==> config.mk <==
export PLATFORM = sky130hd
export DESIGN_NAME = output_router
export DESIGN_NICKNAME = d
export VERILOG_FILES = /design/src/rtl/output_router.sv
export SDC_FILE = /design/constraint.sdc
export NUM_CORES = 1
export LEC_CHECK = 0
export CAP_MARGIN = 10
export CORE_ASPECT_RATIO = 1.75
export CORE_MARGIN = 5
export CORE_UTILIZATION = 40
export DETAILED_ROUTE_END_ITERATION = 10
export GPL_ROUTABILITY_DRIVEN = 0
export PLACE_DENSITY = 0.67
export RECOVER_POWER = 25
export SLEW_MARGIN = 20
export SYNTH_ARGS = -nofsm -noshare
export SYNTH_HDL_FRONTEND = slang
export SYNTH_SLANG_ARGS = --single-unit
export TNS_END_PERCENT = 30
==> constraint.sdc <==
create_clock -name i_clk -period 1.5 [get_ports i_clk]
set_clock_uncertainty 0.1 [all_clocks]
set_input_delay 0.15 -clock i_clk [delete_from_list [all_inputs] [get_ports i_clk]]
set_output_delay 0.15 -clock i_clk [all_outputs]
set_load 0.01 [all_outputs]
==> src/rtl/output_router.sv <==
// Output-side partial-sum router: captures one psum per PE lane on a strobe, then
// drains them one lane per cycle to output SRAM at consecutive addresses.
module output_router #(
    parameter int ROUTER_COUNT = 2,
    parameter int DATA_WIDTH   = 8,
    parameter int ADDR_WIDTH   = 8
) (
    input  logic                               i_clk,
    input  logic                               i_nrst,
    input  logic                               i_reg_clear,
    input  logic                               i_psum_out_en,
    input  logic [ROUTER_COUNT*DATA_WIDTH-1:0] i_psum,
    input  logic [ADDR_WIDTH-1:0]              i_addr_base,
    input  logic                               i_en,
    output logic                               o_wr_en,
    output logic [ADDR_WIDTH-1:0]              o_addr,
    output logic [DATA_WIDTH-1:0]              o_data,
    output logic                               o_done,
    output logic                               o_overrun
);

    // Index must be able to reach ROUTER_COUNT to mark "all lanes written".
    localparam int IDX_W = $clog2(ROUTER_COUNT + 1);

    typedef enum logic [1:0] {
        S_IDLE,
        S_LOADED,
        S_WRITE,
        S_DONE
    } state_e;

    state_e                                  state_q, state_d;
    logic [IDX_W-1:0]                        idx_q, idx_d;
    logic [ADDR_WIDTH-1:0]                   base_q, base_d;
    logic [ROUTER_COUNT-1:0][DATA_WIDTH-1:0] lane_q, lane_d;
    logic                                    wr_en_q, wr_en_d;
    logic [ADDR_WIDTH-1:0]                   addr_q, addr_d;
    logic [DATA_WIDTH-1:0]                   data_q, data_d;
    logic                                    done_q, done_d;
    logic                                    overrun_q, overrun_d;
    logic [DATA_WIDTH-1:0]                   lane_sel;

    always_comb begin
        lane_sel = '0;
        for (int k = 0; k < ROUTER_COUNT; k++) begin
            if (idx_q == IDX_W'(k)) lane_sel = lane_q[k];
        end
    end

    always_comb begin
        state_d   = state_q;
        idx_d     = idx_q;
        base_d    = base_q;
        lane_d    = lane_q;
        wr_en_d   = 1'b0;
        addr_d    = addr_q;
        data_d    = data_q;
        done_d    = done_q;
        overrun_d = overrun_q;

        if (i_reg_clear) begin
            state_d   = S_IDLE;
            idx_d     = '0;
            base_d    = '0;
            lane_d    = '0;
            addr_d    = '0;
            data_d    = '0;
            done_d    = 1'b0;
            overrun_d = 1'b0;
        end else if (i_psum_out_en && (state_q == S_IDLE || state_q == S_DONE)) begin
            lane_d  = i_psum;
            base_d  = i_addr_base;
            idx_d   = '0;
            done_d  = 1'b0;
            state_d = S_LOADED;
        end else begin
            // A strobe while data is still held is dropped, but the drain carries on.
            if (i_psum_out_en) overrun_d = 1'b1;
            if (i_en) begin
                unique case (state_q)
                    S_LOADED: begin
                        wr_en_d = 1'b1;
                        addr_d  = base_q;
                        data_d  = lane_q[0];
                        idx_d   = IDX_W'(1);
                        state_d = S_WRITE;
                    end
                    S_WRITE: begin
                        if (idx_q == IDX_W'(ROUTER_COUNT)) begin
                            done_d  = 1'b1;
                            state_d = S_DONE;
                        end else begin
                            wr_en_d = 1'b1;
                            addr_d  = base_q + ADDR_WIDTH'(idx_q);
                            data_d  = lane_sel;
                            idx_d   = idx_q + IDX_W'(1);
                        end
                    end
                    default: ;
                endcase
            end
        end
    end

    always_ff @(posedge i_clk or negedge i_nrst) begin
        if (!i_nrst) begin
            state_q   <= S_IDLE;
            idx_q     <= '0;
            base_q    <= '0;
            lane_q    <= '0;
            wr_en_q   <= 1'b0;
            addr_q    <= '0;
            data_q    <= '0;
            done_q    <= 1'b0;
            overrun_q <= 1'b0;
        end else begin
            state_q   <= state_d;
            idx_q     <= idx_d;
            base_q    <= base_d;
            lane_q    <= lane_d;
            wr_en_q   <= wr_en_d;
            addr_q    <= addr_d;
            data_q    <= data_d;
            done_q    <= done_d;
            overrun_q <= overrun_d;
        end
    end

    assign o_wr_en   = wr_en_q;
    assign o_addr    = addr_q;
    assign o_data    = data_q;
    assign o_done    = done_q;
    assign o_overrun = overrun_q;

endmodule

==> flow_metrics.env, run 1 <==
export IMPL_status="finished with violations"
export IMPL_violations="negative setup slack"
export IMPL_first_global_vias=2122
export IMPL_worstSkewPairLatency_ns=0.31
export IMPL_top_usage_layer="met2"
export IMPL_finalCritPeriodShare=1.12
export IMPL_grt_util_met3=0.0254
export IMPL_area_delta_synth_final_pct=57.4
export IMPL_final_cell_mix="nand2_1 (49), dfrtp_1 (44), clkdlybuf4s50_1 (29)"
export IMPL_drt_iter0_drc=90
export IMPL_drv_slew=0
export IMPL_worst_pin_slew_ns=0.690
export IMPL_root_buffer="clkbuf_8"
export IMPL_diodes=0
export IMPL_max_freq_ghz=0.597
export IMPL_ir_drop_mv=0.642
export IMPL_period_needed_ns=1.67
export IMPL_synth_avg_cell_area_um2=10.5
export IMPL_layout_commonest_cell="nand2_1"
export IMPL_grt_max_degree=36
export IMPL_antenna_found_initial=0
export IMPL_final_nets=339
export IMPL_crit_path_end_kind="flop"
export IMPL_synth_edf_count=0
export IMPL_r2r_slack_ns=-0.17
export IMPL_hp_class="input port to flop"
export IMPL_routed_wl_um=6610
export IMPL_grt_pass1_wl_um=10300
export IMPL_hold_violations=0
export IMPL_clock_sinks=47
export IMPL_p_total_mw=3.04
export IMPL_worst_slack_ns=-0.174
export IMPL_wl_per_cell_um=17.3
export IMPL_required_ns=1.60
export IMPL_core_area_um2=5790
export IMPL_synthArstFlopShare=1.00
export IMPL_grtUsageTotal=0.182
export IMPL_grtUsageMet1=0.192
export IMPL_critPathLaunchType="flop"
export IMPL_die_w_um=67.9
export IMPL_synthesis_area_um2=2350
export IMPL_overflow=0
export IMPL_num_vias=2010
export IMPL_cp_max_fo=3
export IMPL_viasPerCell=5.28
export IMPL_worstPathArrival_ns=1.78
export IMPL_fillers=449
export IMPL_preCtsSetupSlack_ns=-0.189
export IMPL_power_density_nw_per_um2=822
export IMPL_die_area_um2=7560
export IMPL_ioPinCount=48
export IMPL_clk_pin_slew_ns=0.10
export IMPL_power_leakage_nw=1.74
export IMPL_start_util=0.405
export IMPL_setup_viol=19
export IMPL_maxCapViolations=0
export IMPL_row_count=37
export IMPL_groute_layer_met2_usage=0.334
export IMPL_drc_errors=0
export IMPL_ys_seq_area_frac=0.501
export IMPL_synthDistinctLibCells=41
export IMPL_numPortBuffers=47
export IMPL_maxSlewHeadroom=0.540
export IMPL_die_y_um=111
export IMPL_synth_nets=260
export IMPL_rsz0062_at_grt="true"
export IMPL_clk_path_buf_depth=2
export IMPL_syn_inst=223
export IMPL_worstSetupPathType="flop to flop"
export IMPL_synth_seq_cells=47
export IMPL_final_core_util=0.638
export IMPL_htreeDepth=2
export IMPL_ys_warn_count=0
export IMPL_synthFlopType="dfrtp_1"
export IMPL_layout_drive_gt1_share=0.370
export IMPL_ant_nets=0
export IMPL_tritoncts="done"
export IMPL_cts_made_buffers=5
export IMPL_hpwl_um=4080
export IMPL_first_pass_iters=4
[where the power goes]
group | internal (mW) | switching, mW
sequential | 1.33 | 0.0599
clock | 0.497 | 0.457
combinational | 0.354 | 0.341
[layout make-up]
type	instances	area [µm²]	share of cell area
flip-flops and latches	47	1180	0.319
clock inverters	3	43.8	0.0119
clock buffers	5	68.8	0.0186
multi-input cells	152	1330	0.360
repair buffers	86	932	0.252
inverters	10	40.0	0.0108
well taps	78	97.6	0.0264
[repair_timing]
action,CTS,global route
gates resized for setup,36,53
endpoints found under the hold margin,47,0
hold buffers,1,0
endpoints found under the setup margin,45,57
pin swaps,16,15
buffers inserted,7,3
gates cloned,4,1
[critical path: stages (launching register included)]
cell and delay, ns:
dfrtp_2 0.42, ha_4 0.15, inv_2 0.04, fa_2 0.36, nand4b_1 0.21, xor2_1 0.21, o2bb2ai_2 0.08
[state kept, by name (all words and copies together), names as in the netlist]
signal,count
o_done,1
lane_q,16
o_data,8
o_overrun,1
base_q,8
o_addr,8
state_q,2
idx_q,2
o_wr_en,1
[stage by stage]
stage,instances,hold WS (ns),setup TNS (ns),instance area [µm²]
floorplan,223,-0.246,-1.36,2390
global placement,357,-0.0379,-1.85,3100
detailed placement,357,-0.0426,-3.27,3100
CTS,377,0.168,-2.06,3440
global route,381,0.282,-3.62,3690
finish,381,0.278,-1.93,3690
[synth_stat cells, types with 2 or more instances]
library cell	number	share of area
inv_1	9	0.014
nor3_1	3	0.0064
dfrtp_1	47	0.50
clkbuf_1	6	0.0096
buf_2	2	0.0043
buf_6	2	0.0096
mux2i_1	2	0.0085
o2bb2ai_2	10	0.064
nand3_1	2	0.0043
nor3b_2	2	0.011
ha_1	7	0.037
nor2_1	5	0.0080
xor2_1	3	0.011
nand2_1	50	0.080
o21ai_0	2	0.0043
a22oi_1	9	0.029
and2_1	2	0.0053
buf_4	3	0.0096
a21oi_1	28	0.060
xnor2_1	3	0.011
o2bb2ai_1	6	0.022
[path summary, 6_finish.rpt]
path / cells past startpoint / startpoint / to
min: 3 / i_addr_base[2] / base_q[2]
max reg2reg: 6 / idx_q[0] / o_addr[4]
min in group asynchronous: 2 / i_nrst / o_done
min reg2reg: 1 / o_addr[5] / o_addr[5]
max: 6 / idx_q[0] / o_addr[4]
max in group asynchronous: 3 / i_nrst / idx_q[0]
[cell families (layout without fill, tap and decap cells)]
family | after synthesis | in the layout | synth area share
mux | 3 | 3 | 0.0133
compound gates | 63 | 63 | 0.213
fa+ha+maj | 8 | 8 | 0.0459
buf+inv | 24 | 104 | 0.0507
simple gates | 72 | 72 | 0.153
xor+xnor | 6 | 6 | 0.0224
flops | 47 | 47 | 0.501
[layer usage]
layer  vias to the layer above  share of wire
met5                         -              0
met4                         0          0.046
met3                        18          0.033
met2                        53           0.57
met1                      1007           0.35
li1                        932              -
Note: power is estimated with default switching activity, not from simulation.
==> run 2, diff against run 1 <==
- SLEW_MARGIN: 20 -> 25
==> results of run 2 <==
The final DEF is identical to that of run 1; final timing and power are the same.
